[src/rtl/bcd_pkg.sv]
// Shared constants, FSM state type and legality helper for the sequential BCD converter.
// Used by bcd_add3 and bcd_seq_convert (optional port macro: BCD_ONEHOT_EN).
package bcd_pkg;

    localparam int        BCD_DIGIT_W = 4;
    localparam logic [3:0] ADD3_THRESH = 4'd5;

    typedef enum logic [1:0] {
        IDLE  = 2'd0,
        SHIFT = 2'd1,
        DONE  = 2'd2
    } state_t;

    // Smallest digit count whose decimal range covers every BIN_W-bit value.
    function automatic int min_digits(input int bin_w);
        longint unsigned max_val;
        longint unsigned pow10;
        int              d;
        max_val = (64'd1 << bin_w) - 64'd1;
        pow10   = 64'd10;
        d       = 1;
        for (int i = 0; i < 20; i++) begin
            if (pow10 <= max_val) begin
                d     = d + 1;
                pow10 = pow10 * 64'd10;
            end
        end
        return d;
    endfunction

endpackage

[src/rtl/bcd_add3.sv]
// Double-dabble digit corrector: adds 3 to a BCD digit of 5 or more, no carry out.
module bcd_add3
    import bcd_pkg::*;
(
    input  logic [3:0] din,
    output logic [3:0] dout
);

    assign dout = (din >= ADD3_THRESH) ? din + 4'd3 : din;

endmodule

[src/rtl/bcd_seq_convert.sv]
// Sequential binary-to-BCD converter (shift-and-add-3) with start/busy/done handshake.
// Define BCD_ONEHOT_EN to add the registered one-hot decode of the ones digit.
module bcd_seq_convert
    import bcd_pkg::*;
#(
    parameter int BIN_W  = 8,
    parameter int DIGITS = 3
) (
    input  logic                          clk,
    input  logic                          rst,
    input  logic                          start,
    input  logic [BIN_W-1:0]              bin_in,
    output logic                          busy,
    output logic                          done,
    output logic [BCD_DIGIT_W*DIGITS-1:0] bcd_out
`ifdef BCD_ONEHOT_EN
    ,
    output logic [9:0]                    ones_onehot
`endif
);

    localparam int SCR_W = BCD_DIGIT_W * DIGITS;
    localparam int CNT_W = $clog2(BIN_W + 1);

    if (BIN_W < 1 || BIN_W > 32) begin : g_bad_bin_w
        $error("bcd_seq_convert: BIN_W=%0d outside 1..32", BIN_W);
    end
    if (DIGITS < min_digits(BIN_W)) begin : g_bad_digits
        $error("bcd_seq_convert: DIGITS=%0d too small for BIN_W=%0d", DIGITS, BIN_W);
    end

    state_t             state_q,   state_d;
    logic [CNT_W-1:0]   count_q,   count_d;
    logic [BIN_W-1:0]   bin_q,     bin_d;
    logic [SCR_W-1:0]   scratch_q, scratch_d;
    logic [SCR_W-1:0]   bcd_q,     bcd_d;

    logic [SCR_W-1:0]   corr;
    logic [SCR_W-1:0]   scr_shift;
    logic               shift_out_unused;

    for (genvar g = 0; g < DIGITS; g++) begin : g_add3
        bcd_add3 u_add3 (
            .din  (scratch_q[g*BCD_DIGIT_W +: BCD_DIGIT_W]),
            .dout (corr[g*BCD_DIGIT_W +: BCD_DIGIT_W])
        );
    end

    // The top scratch bit falls off; the DIGITS legality rule keeps it zero.
    assign {shift_out_unused, scr_shift} = {corr, bin_q[BIN_W-1]};

    always_comb begin
        // NOTE: every _d gets its hold value first so no path through the case infers a latch.
        state_d   = state_q;
        count_d   = count_q;
        bin_d     = bin_q;
        scratch_d = scratch_q;
        bcd_d     = bcd_q;

        case (state_q)
            SHIFT: begin
                scratch_d = scr_shift;
                bin_d     = bin_q << 1;
                count_d   = count_q - CNT_W'(1);
                if (count_q == CNT_W'(1)) begin
                    bcd_d   = scr_shift;
                    state_d = DONE;
                end
            end
            default: begin
                // IDLE and DONE are both ready to accept a new operand.
                state_d = IDLE;
                if (start) begin
                    bin_d     = bin_in;
                    scratch_d = '0;
                    count_d   = CNT_W'(BIN_W);
                    state_d   = SHIFT;
                end
            end
        endcase
    end

    // NOTE: sequential state uses non-blocking assignments so every flop samples pre-edge values.
    always_ff @(posedge clk) begin
        if (rst) begin
            state_q   <= IDLE;
            count_q   <= '0;
            bin_q     <= '0;
            scratch_q <= '0;
            bcd_q     <= '0;
        end else begin
            state_q   <= state_d;
            count_q   <= count_d;
            bin_q     <= bin_d;
            scratch_q <= scratch_d;
            bcd_q     <= bcd_d;
        end
    end

    assign busy    = (state_q == SHIFT);
    assign done    = (state_q == DONE);
    assign bcd_out = bcd_q;

`ifdef BCD_ONEHOT_EN
    logic [9:0] onehot_q, onehot_d;

    assign onehot_d = 10'd1 << bcd_d[3:0];

    always_ff @(posedge clk) begin
        if (rst) begin
            onehot_q <= 10'd1;
        end else begin
            onehot_q <= onehot_d;
        end
    end

    assign ones_onehot = onehot_q;
`else
    // Without the decode option only the packed BCD result is exported.
`endif

endmodule

[config.mk]
export PLATFORM = sky130hd
export DESIGN_NAME = bcd_seq_convert
export DESIGN_NICKNAME = d
export VERILOG_FILES = /design/src/rtl/bcd_pkg.sv /design/src/rtl/bcd_add3.sv /design/src/rtl/bcd_seq_convert.sv
export SDC_FILE = /design/constraint.sdc
export NUM_CORES = 1
export LEC_CHECK = 0
export BUFFER_PORTS_ARGS = -buffer_cell sky130_fd_sc_hd__buf_2
export CAP_MARGIN = 20
export CORE_MARGIN = 4
export CORE_UTILIZATION = 60
export CTS_BUF_LIST = sky130_fd_sc_hd__clkbuf_8
export CTS_CLUSTER_SIZE = 24
export DETAILED_ROUTE_END_ITERATION = 12
export PLACE_DENSITY = 0.83
export SYNTH_ARGS = -nofsm -noshare
export SYNTH_HDL_FRONTEND = slang
export SYNTH_SLANG_ARGS = --single-unit
[constraint.sdc]
create_clock -name clk -period 3.25 [get_ports clk]
set_input_delay 0.65 -clock clk [delete_from_list [all_inputs] [get_ports clk]]
set_output_delay 0.65 -clock clk [all_outputs]
set_load 0.05 [all_outputs]
==> flow_metrics.env, run 1 <==
export IMPL_die_area_um2=3780
export IMPL_synth_flop_cell="sky130_fd_sc_hd__dfxtp_1"
export IMPL_die_width_um=61.5
export IMPL_worstHoldPathCells=2
export IMPL_drc=0
export IMPL_antenna_left=0
export IMPL_vias_per_cell=5.86
export IMPL_fin_crit_ps=2070
export IMPL_ys_warnings_count=0
export IMPL_synth_edff_count=0
export IMPL_floorplan_rows=19
export IMPL_worstHoldEndpoint="bcd_out[1]"
export IMPL_critical_path_class="register to output port"
export IMPL_gpl_final_weighted_congestion=0.811
export IMPL_outcome="complete, no violations"
export IMPL_worstSetupStartpointType="register"
export IMPL_r2r_cells=6
export IMPL_postSynth_asyncResetShare=0
export IMPL_clock_transition_at_the_registers_of_the_reported_paths_ps=70
export IMPL_holdCritStartpoint="bcd_out[1]"
export IMPL_dpl_wire_length_mm=2.62
export IMPL_distinct_cells_synth=36
export IMPL_rr_endpoint="bcd_out[10]"
export IMPL_wl_mm=3.59
export IMPL_synthCells=188
export IMPL_critical_path_peak_fanout=31
export IMPL_cts_sinks=38
export IMPL_antenna_diode_count=0
export IMPL_power_density_nw_per_um2=470
export IMPL_clk_insertion_delay_late_ps=280
export IMPL_arrival_ps=1420
export IMPL_numCtsBuffers=5
export IMPL_area_growth_synth_to_final_pct=11.9
export IMPL_combPwrFrac=0.100
export IMPL_synth_top_cells_by_area="sky130_fd_sc_hd__dfxtp_1, sky130_fd_sc_hd__ha_1, sky130_fd_sc_hd__mux2i_1"
export IMPL_drv_max_cap_violation_count=0
export IMPL_worstPathCellList="nand2b_4 > inv_4 > buf_2"
export IMPL_initial_utilization=0.623
export IMPL_synth_area_leader_cell="sky130_fd_sc_hd__dfxtp_1"
export IMPL_clock_skew_ps=5.22
export IMPL_htree_num_levels=2
export IMPL_floorplan_io_pins=25
export IMPL_postLayoutCoreUtil=0.697
export IMPL_finalHoldWorstSlack_ps=449
export IMPL_power_ir_vdd_worst_mv=0.472
export IMPL_timing_hold_worst_class="register to register"
export IMPL_setup_violations_final=0
export IMPL_num_nets_final=230
export IMPL_crit_reg2reg_launch="scratch_q[8]"
export IMPL_cts_root_buf="sky130_fd_sc_hd__clkbuf_8"
export IMPL_cts_setup_buffers=0
export IMPL_share_clk_of_total_power=0.357
export IMPL_grt_overflow=0
export IMPL_critical_path_buf_inv_count=2
export IMPL_post_cts_hold_buffer_count=0
export IMPL_final_cells=243
export IMPL_global_route_usage_total=0.215
export IMPL_cts_path_max_buffers=2
export IMPL_syn_area_um2=1720
export IMPL_initial_antenna_violation_count=0
export IMPL_critical_path_top_delay_family="buffers and inverters"
export IMPL_slew_headroom=0.674
export IMPL_layout_drive_gt1_share=0.198
export IMPL_leading_cell_types_by_count_after_synthesis="sky130_fd_sc_hd__dfxtp_1, sky130_fd_sc_hd__o21ai_0, sky130_fd_sc_hd__nor2_1"
export IMPL_grt_pass1_vias=1392
export IMPL_dpl_cell_count=235
export IMPL_post_synthesis_sequential_element_count=38
export IMPL_die_y_um=61.5
export IMPL_drt_pass1_iterations=4
export IMPL_power_static_leakage_nw=0.782
export IMPL_avgRoutedWirePerCell_um=14.8
export IMPL_largest_net_degree_at_the_start_of_global_routing=32
export IMPL_synthMostInstantiatedCell="sky130_fd_sc_hd__dfxtp_1"
export IMPL_fmaxAchievable_mhz=482
export IMPL_post_cts_resize_count=0
export IMPL_cp_end_kind="output port"
export IMPL_cts_tree="yes"
export IMPL_critPathRequiredTime_ps=2600
export IMPL_cp_peak_stage_delay_ps=310
export IMPL_global_route_wire_length_before_repair_mm=5.98
export IMPL_setup_tns_final_ps=0
export IMPL_worstMarginPinSlew_ps=490
export IMPL_grt_setup_unrepaired="no"
export IMPL_synth_top_cell_area_share=0.443
export IMPL_routed_via_count=1423
export IMPL_max_slew_violation_count=0
export IMPL_postSynthAreaPerCell_um2=9.14
export IMPL_power_total_uw=905
export IMPL_seq_area_frac_synth=0.443
export IMPL_worst_r2r_setup_slack_ps=1620
export IMPL_floorplan_core_area_um2=2760
export IMPL_cell_internal_power_uw=679
export IMPL_placement_io_buffers=24
export IMPL_fin_hold_viols=0
export IMPL_detailedRoute_firstIterationViolations=71
export IMPL_worst_path_max_delay_cell="sky130_fd_sc_hd__dfxtp_1"
export IMPL_p_sw_uw=225
export IMPL_p_seq_frac=0.544
export IMPL_fin_crit_sh=0.638
export IMPL_p_sw_frac=0.249
export IMPL_postSynthNetCount=207
[routing by layer]
metal  up-vias  global-route usage  wire [µm]
li1        710                   -          -
met1       658               0.249       1550
met2        42               0.360       1740
met3        13              0.0524        201
met4         0               0.124        105
met5         -                   0          0
[worst max path at each step]
stage | from | to | slack, ps | cells after the start
2_1_floorplan | state_q[0] | done | 1580 | 1
3_3_place_gp | rst | bcd_out[5] | 1520 | 5
3_5_place_dp | rst | bcd_out[5] | 1440 | 5
4_1_cts | state_q[0] | busy | 1180 | 3
5_1_grt | state_q[0] | busy | 1080 | 3
6_report | state_q[1] | busy | 1180 | 3
[state kept, by name, indices dropped and copies added, names as in the netlist]
name / count
scratch_q: 12
bcd_out: 12
state_q: 2
count_q: 4
bin_q: 8
[layout make-up]
type                    count  area [µm²]
flip-flops and latches     38         761
fillers                   205         835
well taps                  31        38.8
clock buffers               6        82.6
repair buffers             24         120
inverters                  12        47.5
clock inverters             2        8.76
multi-input cells         130         865
[power by group through the flow]
stage	registers [mW]	clock network, mW	logic (mW)
finish	0.492	0.323	0.0901
global route	0.493	0.354	0.101
CTS	0.491	0.331	0.0901
detailed placement	0.502	0	0.0895
global placement	0.502	0	0.0849
floorplan	0.500	0	0.0719
[placed cells by master (no fill, tap or decap), drive strengths merged]
cell	n
dfxtp	38
buf	24
o21ai	15
nor2	15
a21oi	14
inv	12
nand2	11
nand3	11
mux2i	9
ha	8
a211oi	7
o22ai	6
clkbuf	6
nor3b	5
nor3	5
nand2b	4
xnor2	3
a22o	3
nor2b	2
mux2	2
a31o	2
a31oi	2
clkinv	2
nand4	1
nand3b	1
o21bai	1
and3	1
nor4	1
and4	1
[kinds of logic (layout without fill, tap and decap cells)]
group	Yosys count	after routing	synth area share
AOI/OAI and AO/OA	50	50	0.187
xor gates and xnor gates	3	3	0.0153
adders and majority gates	8	8	0.0583
buffers and inverters	20	44	0.0539
DFF	38	38	0.443
muxes	11	11	0.0656
and+or+nand+nor	58	58	0.177
[worst register-to-register path: stages (launching register included)]
cell                       delay (ps)
sky130_fd_sc_hd__dfxtp_1          330
sky130_fd_sc_hd__inv_1             90
sky130_fd_sc_hd__ha_1             240
sky130_fd_sc_hd__nand2b_1          80
sky130_fd_sc_hd__a21oi_1          290
sky130_fd_sc_hd__mux2_2           400
sky130_fd_sc_hd__o21ai_0          130
[through the flow]
| stage | instance area, µm² | worst slack, ps |
|---|---|---|
| finish | 1920 | 1180 |
| global route | 1920 | 1080 |
| CTS | 1920 | 1180 |
| detailed placement | 1830 | 1440 |
| global placement | 1830 | 1520 |
| floorplan | 1720 | 1580 |
No activity file was read; power rests on OpenSTA's default activity.
==> run 2: changes to the inputs <==
--- a/config.mk
+++ b/config.mk
@@ -8,11 +8,11 @@
 export BUFFER_PORTS_ARGS = -buffer_cell sky130_fd_sc_hd__buf_2
 export CAP_MARGIN = 20
 export CORE_MARGIN = 4
-export CORE_UTILIZATION = 60
+export CORE_UTILIZATION = 53
 export CTS_BUF_LIST = sky130_fd_sc_hd__clkbuf_8
 export CTS_CLUSTER_SIZE = 24
 export DETAILED_ROUTE_END_ITERATION = 12
-export PLACE_DENSITY = 0.83
+export PLACE_DENSITY = 0.78
 export SYNTH_ARGS = -nofsm -noshare
 export SYNTH_HDL_FRONTEND = slang
 export SYNTH_SLANG_ARGS = --single-unit
==> constraint.sdc (replaced) <==
create_clock -name clk -period 1.7 [get_ports clk]
set_input_delay 0.34 -clock clk [delete_from_list [all_inputs] [get_ports clk]]
set_output_delay 0.34 -clock clk [all_outputs]
set_load 0.05 [all_outputs]
==> run 2 against run 1 <==
Wire length grew 0.36%. Total power is 93% higher. Core utilization fell by 5.6 points. Clock skew is 1.4 ps higher. Register-to-register slack lost 1500 ps. Clock-buffer cell count is the same. Largest power group unchanged.
==> flow_metrics.env, run 2 (synthesized netlist as in run 1, its figures left out) <==
export IMPL_outcome="complete, no violations"
export IMPL_worstHoldPathCells=3
export IMPL_leading_cell_type_in_the_layout_fill_and_taps_excluded="sky130_fd_sc_hd__dfxtp_1"
export IMPL_critical_path_peak_fanout=15
export IMPL_cts_root_buf="sky130_fd_sc_hd__clkbuf_8"
export IMPL_finalHoldWorstSlack_ps=356
export IMPL_critical_path_class="register to output port"
export IMPL_gpl_final_weighted_congestion=0.819
export IMPL_area_growth_synth_to_final_pct=14.9
export IMPL_num_nets_final=234
export IMPL_global_route_usage_total=0.186
export IMPL_initial_utilization=0.558
export IMPL_combined_area_of_the_multi_input_logic_cells_um2=868
export IMPL_routed_via_count=1426
export IMPL_floorplan_rows=20
export IMPL_dp_worst_setup_slack_ps=89.1
export IMPL_detailedRoute_firstIterationViolations=68
export IMPL_r2r_cells=6
export IMPL_max_slew_violation_count=0
export IMPL_htree_num_levels=2
export IMPL_timing_hold_worst_class="primary input to register"
export IMPL_grt_pass1_vias=1376
export IMPL_cts_path_max_buffers=2
export IMPL_avgRoutedWirePerCell_um=13.9
export IMPL_slew_headroom=0.738
export IMPL_postLayoutCoreUtil=0.641
export IMPL_largest_net_degree_at_the_start_of_global_routing=31
export IMPL_vias_per_cell=5.48
export IMPL_fin_crit_ps=1550
export IMPL_drc=0
export IMPL_drt_pass1_iterations=4
export IMPL_combPwrFrac=0.103
export IMPL_die_width_um=64.9
export IMPL_power_density_nw_per_um2=886
export IMPL_dpl_wire_length_mm=2.59
export IMPL_p_sw_frac=0.253
export IMPL_clock_skew_ps=6.67
export IMPL_grt_setup_unrepaired="no"
export IMPL_holdCritStartpoint="bin_in[0]"
export IMPL_power_ir_vdd_worst_mv=0.526
export IMPL_worstHoldEndpoint="bin_q[0]"
export IMPL_timing_final_ws_setup_ps=145
export IMPL_layout_common_cells="sky130_fd_sc_hd__dfxtp_1, sky130_fd_sc_hd__buf_2, sky130_fd_sc_hd__o21ai_0"
export IMPL_cell_internal_power_mw=1.31
export IMPL_antenna_left=0
export IMPL_global_route_wire_length_before_repair_mm=6.07
export IMPL_sequential_cell_area_um2=761
export IMPL_post_cts_hold_buffer_count=0
export IMPL_critical_path_buf_inv_count=2
export IMPL_dpl_cell_count=252
export IMPL_die_y_um=64.9
export IMPL_layout_filler_cells=262
export IMPL_share_clk_of_total_power=0.359
export IMPL_layout_drive_gt1_share=0.218
export IMPL_cp_peak_stage_delay_ps=380
export IMPL_antenna_diode_count=0
export IMPL_critPathRequiredTime_ps=1360
export IMPL_die_area_um2=4220
export IMPL_wl_mm=3.60
export IMPL_grt_overflow=0
export IMPL_floorplan_core_area_um2=3080
export IMPL_cp_end_kind="output port"
export IMPL_worst_path_max_delay_cell="sky130_fd_sc_hd__dfxtp_1"
export IMPL_clock_transition_at_the_registers_of_the_reported_paths_ps=70
export IMPL_power_static_leakage_nw=0.802
export IMPL_worstPathCellList="nand2b_4 > inv_4 > buf_2"
export IMPL_cts_sinks=38
export IMPL_final_cells=260
export IMPL_floorplan_io_pins=25
export IMPL_clk_insertion_delay_late_ps=290
export IMPL_worstMarginPinSlew_ps=393
export IMPL_fmaxAchievable_mhz=643
export IMPL_fin_hold_viols=0
export IMPL_critical_path_top_delay_family="buffers and inverters"
export IMPL_setup_violations_final=0
export IMPL_fin_crit_sh=0.915
export IMPL_numCtsBuffers=5
export IMPL_placement_io_buffers=24
export IMPL_rr_endpoint="bcd_out[10]"
export IMPL_initial_antenna_violation_count=0
export IMPL_p_seq_frac=0.538
export IMPL_worstSetupStartpointType="register"
export IMPL_drv_max_cap_violation_count=0
export IMPL_setup_tns_final_ps=0
export IMPL_crit_reg2reg_launch="scratch_q[8]"
export IMPL_cts_tree="yes"
export IMPL_p_sw_uw=443
export IMPL_arrival_ps=1210
export IMPL_worst_r2r_setup_slack_ps=150
run 2: cell types whose count changed in the layout (fill, tap and decap cells not counted):
cell and change:
sky130_fd_sc_hd__a21oi_1 -1, sky130_fd_sc_hd__a21oi_2 +1, sky130_fd_sc_hd__buf_4 +4
run 2: worst register-to-register path, delay by kind of cell (launching register included):
family | cells | cell delay [ps]
compound gates | 2 | 340
fa+ha+maj | 1 | 240
buf+inv | 1 | 100
flops | 1 | 340
mux | 1 | 360
simple gates | 1 | 100
run 2: cell type report:
type / instances / share of cell area
sequential: 38 / 0.386
timing repair buffer: 28 / 0.0761
clock inverter: 2 / 0.00444
tap: 44 / 0.0279
clock buffer: 6 / 0.0419
multi-input combinational: 130 / 0.440
inverter: 12 / 0.0241
run 2: repair_timing:
item,in CTS,in global routing
resized for setup,0,1
hold endpoints to repair,0,0
buffers inserted,0,0
setup endpoints to repair,0,1
run 2: worst max path at each step:
stage,depth (start not counted),from,end,slack [ps]
4_1_cts,6,scratch_q[8],bcd_out[10],70
3_3_place_gp,6,scratch_q[8],bcd_out[10],250
5_1_grt,6,scratch_q[8],bcd_out[10],30
3_5_place_dp,6,scratch_q[8],bcd_out[10],90
6_report,3,state_q[0],busy,150
2_1_floorplan,6,scratch_q[8],bcd_out[10],290
run 2: metal layers:
metal / routed length, µm / GRT usage
met4: 65 / 0.0765
met3: 171 / 0.0381
met5: 0 / 0
met1: 1590 / 0.212
met2: 1770 / 0.333
run 2: through the flow:
stage / total power, mW / instance area (µm²)
after CTS: 1.76 / 1970
after global placement: 1.13 / 1880
final: 1.75 / 1970
after global routing: 1.82 / 1970
after detailed placement: 1.14 / 1880
after floorplan: 1.09 / 1720
run 2: power by group through the flow:
| stage | clock network [mW] | logic (mW) | registers, mW |
|---|---|---|---|
| after floorplan | 0 | 0.137 | 0.956 |
| after global placement | 0 | 0.175 | 0.958 |
| after detailed placement | 0 | 0.181 | 0.961 |
| after CTS | 0.639 | 0.183 | 0.940 |
| after global routing | 0.676 | 0.200 | 0.943 |
| final | 0.628 | 0.181 | 0.940 |
==> run 3: changes to the inputs <==
--- a/config.mk
+++ b/config.mk
@@ -5,6 +5,7 @@
 export SDC_FILE = /design/constraint.sdc
 export NUM_CORES = 1
 export LEC_CHECK = 0
+export ABC_AREA = 1
 export BUFFER_PORTS_ARGS = -buffer_cell sky130_fd_sc_hd__buf_2
 export CAP_MARGIN = 20
 export CORE_MARGIN = 4
@@ -12,7 +13,7 @@
 export CTS_BUF_LIST = sky130_fd_sc_hd__clkbuf_8
 export CTS_CLUSTER_SIZE = 24
 export DETAILED_ROUTE_END_ITERATION = 12
-export PLACE_DENSITY = 0.78
+export PLACE_DENSITY = 0.77
 export SYNTH_ARGS = -nofsm -noshare
 export SYNTH_HDL_FRONTEND = slang
 export SYNTH_SLANG_ARGS = --single-unit
==> run 3 against run 2 <==
Setup slack worse by 24 ps. Total power grew 0.63%. Die area up 5.0%. Combinational power increased by 5%. Synthesized cell count is 28% higher. Critical path type unchanged.
==> flow_metrics.env, run 3 <==
export IMPL_outcome="complete, no violations"
export IMPL_cts_sinks=38
export IMPL_layout_drive_gt1_share=0.177
export IMPL_antenna_diode_count=0
export IMPL_cts_path_max_buffers=2
export IMPL_slew_headroom=0.747
export IMPL_postSynthNetCount=259
export IMPL_synth_flop_cell="sky130_fd_sc_hd__dfxtp_1"
export IMPL_postSynth_asyncResetShare=0
export IMPL_dpl_cell_count=302
export IMPL_gpl_final_weighted_congestion=0.854
export IMPL_clock_skew_ps=7.32
export IMPL_wl_met2_mm=1.64
export IMPL_vias_per_cell=5.08
export IMPL_leading_cell_type_in_the_layout_fill_and_taps_excluded="sky130_fd_sc_hd__nand2_1"
export IMPL_clock_transition_at_the_registers_of_the_reported_paths_ps=70
export IMPL_floorplan_core_area_um2=3150
export IMPL_cts_setup_buffers=0
export IMPL_floorplan_io_pins=25
export IMPL_global_route_wire_length_before_repair_mm=6.30
export IMPL_grt_setup_unrepaired="no"
export IMPL_numCtsBuffers=5
export IMPL_wl_mm=3.59
export IMPL_combined_area_of_the_multi_input_logic_cells_um2=896
export IMPL_synth_edff_count=0
export IMPL_syn_area_um2=1820
export IMPL_power_ir_vdd_worst_mv=0.453
export IMPL_p_seq_frac=0.533
export IMPL_worstSetupStartpointType="register"
export IMPL_cell_internal_power_mw=1.30
export IMPL_synth_top_cells_by_area="sky130_fd_sc_hd__dfxtp_1, sky130_fd_sc_hd__nand2_1, sky130_fd_sc_hd__nand3_1"
export IMPL_clk_insertion_delay_late_ps=290
export IMPL_seq_area_frac_synth=0.419
export IMPL_distinct_cells_synth=24
export IMPL_combPwrFrac=0.108
export IMPL_synthCells=240
export IMPL_die_area_um2=4430
export IMPL_routed_via_count=1576
export IMPL_avgRoutedWirePerCell_um=11.6
export IMPL_ys_warnings_count=0
export IMPL_num_nets_final=284
export IMPL_post_cts_resize_count=0
export IMPL_worst_r2r_setup_slack_ps=300
export IMPL_detailedRoute_firstIterationViolations=112
export IMPL_postSynthAreaPerCell_um2=7.56
export IMPL_critical_path_class="register to output port"
export IMPL_floorplan_rows=20
export IMPL_share_clk_of_total_power=0.359
export IMPL_cp_end_kind="output port"
export IMPL_post_cts_hold_buffer_count=0
export IMPL_fin_crit_ps=1580
export IMPL_largest_net_degree_at_the_start_of_global_routing=25
export IMPL_initial_antenna_violation_count=0
export IMPL_final_cells=310
export IMPL_highest_signal_layer="met4"
export IMPL_placement_io_buffers=24
export IMPL_die_width_um=66.5
export IMPL_power_density_nw_per_um2=865
export IMPL_sequential_cell_area_um2=761
export IMPL_die_y_um=66.5
export IMPL_htree_num_levels=2
export IMPL_arrival_ps=1240
export IMPL_leading_cell_types_by_count_after_synthesis="sky130_fd_sc_hd__nand2_1, sky130_fd_sc_hd__dfxtp_1, sky130_fd_sc_hd__nand3_1"
export IMPL_synth_top_cell_area_share=0.419
export IMPL_worstMarginPinSlew_ps=379
export IMPL_synthMostInstantiatedCell="sky130_fd_sc_hd__nand2_1"
export IMPL_layout_common_cells="sky130_fd_sc_hd__nand2_1, sky130_fd_sc_hd__dfxtp_1, sky130_fd_sc_hd__nand3_1"
export IMPL_antenna_left=0
export IMPL_grt_pass1_vias=1438
export IMPL_setup_violations_final=0
export IMPL_critPathRequiredTime_ps=1360
export IMPL_max_slew_violation_count=0
export IMPL_fmaxAchievable_mhz=633
export IMPL_wirelength_met1_mm=1.78
export IMPL_layout_filler_cells=305
export IMPL_synth_area_leader_cell="sky130_fd_sc_hd__dfxtp_1"
export IMPL_initial_utilization=0.576
export IMPL_cts_root_buf="sky130_fd_sc_hd__clkbuf_8"
export IMPL_p_sw_uw=461
export IMPL_drt_pass1_iterations=4
export IMPL_r2r_cells=8
export IMPL_drc=0
export IMPL_cts_tree="yes"
export IMPL_p_sw_frac=0.262
export IMPL_holdCritStartpoint="bin_in[0]"
export IMPL_fin_hold_viols=0
export IMPL_origin_of_the_worst_setup_path="state_q[0]"
export IMPL_setup_tns_final_ps=0
export IMPL_power_static_leakage_nw=0.930
export IMPL_crit_path_end="busy"
export IMPL_rr_endpoint="bcd_out[5]"
export IMPL_dpl_wire_length_mm=2.56
export IMPL_crit_reg2reg_launch="scratch_q[4]"
export IMPL_global_route_usage_total=0.186
export IMPL_wl_met3_um=115
export IMPL_drv_max_cap_violation_count=0
export IMPL_post_synthesis_sequential_element_count=38
export IMPL_fin_crit_sh=0.929
export IMPL_critical_path_peak_fanout=5
export IMPL_timing_hold_worst_class="primary input to register"
export IMPL_grt_overflow=0
export IMPL_area_growth_synth_to_final_pct=12.1
==> run 3: layer usage <==
| metal | up-vias | track usage |
|---|---|---|
| met4 | 0 | 0.0787 |
| li1 | 842 | - |
| met2 | 19 | 0.300 |
| met3 | 6 | 0.0422 |
| met1 | 709 | 0.237 |
| met5 | - | 0 |
==> run 3: kinds of logic (layout without fill, tap and decap cells) <==
| kind of cell | count (synthesis) | in the layout | synth area share |
|---|---|---|---|
| flip-flops | 38 | 38 | 0.419 |
| buffers and inverters | 32 | 58 | 0.0875 |
| AND/OR/NAND/NOR | 121 | 121 | 0.316 |
| AO/OA/AOI/OAI | 41 | 41 | 0.123 |
| adder cells (fa/ha/maj) | 8 | 8 | 0.0551 |
==> run 3: power by group through the flow <==
| stage | Sequential [mW] | Clock (mW) | Combinational (mW) |
|---|---|---|---|
| finish | 0.937 | 0.633 | 0.190 |
| global route | 0.941 | 0.689 | 0.213 |
| CTS | 0.937 | 0.646 | 0.192 |
| detailed placement | 0.958 | 0 | 0.192 |
| global placement | 0.957 | 0 | 0.189 |
| floorplan | 0.968 | 0 | 0.143 |
==> run 3: critical path, stage by stage (launching register included) <==
cell and delay [ps]:
sky130_fd_sc_hd__dfxtp_1 420, sky130_fd_sc_hd__inv_2 60, sky130_fd_sc_hd__nor2_4 170, sky130_fd_sc_hd__buf_2 300
==> run 3: worst min path at each step <==
| stage | cells after the start | slack [ps] | to |
|---|---|---|---|
| after global placement | 2 | 450 | scratch_q[9] |
| after detailed placement | 2 | 460 | bin_q[0] |
| after global routing | 3 | 300 | bin_q[0] |
| final | 3 | 290 | bin_q[0] |
| after floorplan | 2 | 440 | bcd_out[0] |
| after CTS | 3 | 290 | bin_q[0] |
==> run 3: per-stage QoR <==
| stage | setup slack [ps] | instance area [µm²] | utilization | hold slack, ps | power, mW |
|---|---|---|---|---|---|
| floorplan | 282 | 1820 | - | 438 | 1.11 |
| global placement | 337 | 1940 | 0.616 | 453 | 1.15 |
| detailed placement | 328 | 1940 | 0.616 | 457 | 1.15 |
| CTS | 105 | 2030 | 0.645 | 293 | 1.78 |
| global route | 63.7 | 2030 | 0.645 | 298 | 1.84 |
| finish | 121 | 2030 | 0.645 | 293 | 1.76 |
==> run 3: layout make-up <==
type | count | share of cell area
Inverter | 23 | 0.0437
Clock buffer | 6 | 0.0406
Tap cell | 44 | 0.0271
Timing Repair Buffer | 27 | 0.0701
Clock inverter | 2 | 0.00431
Multi-Input combinational cell | 170 | 0.440
Sequential cell | 38 | 0.374
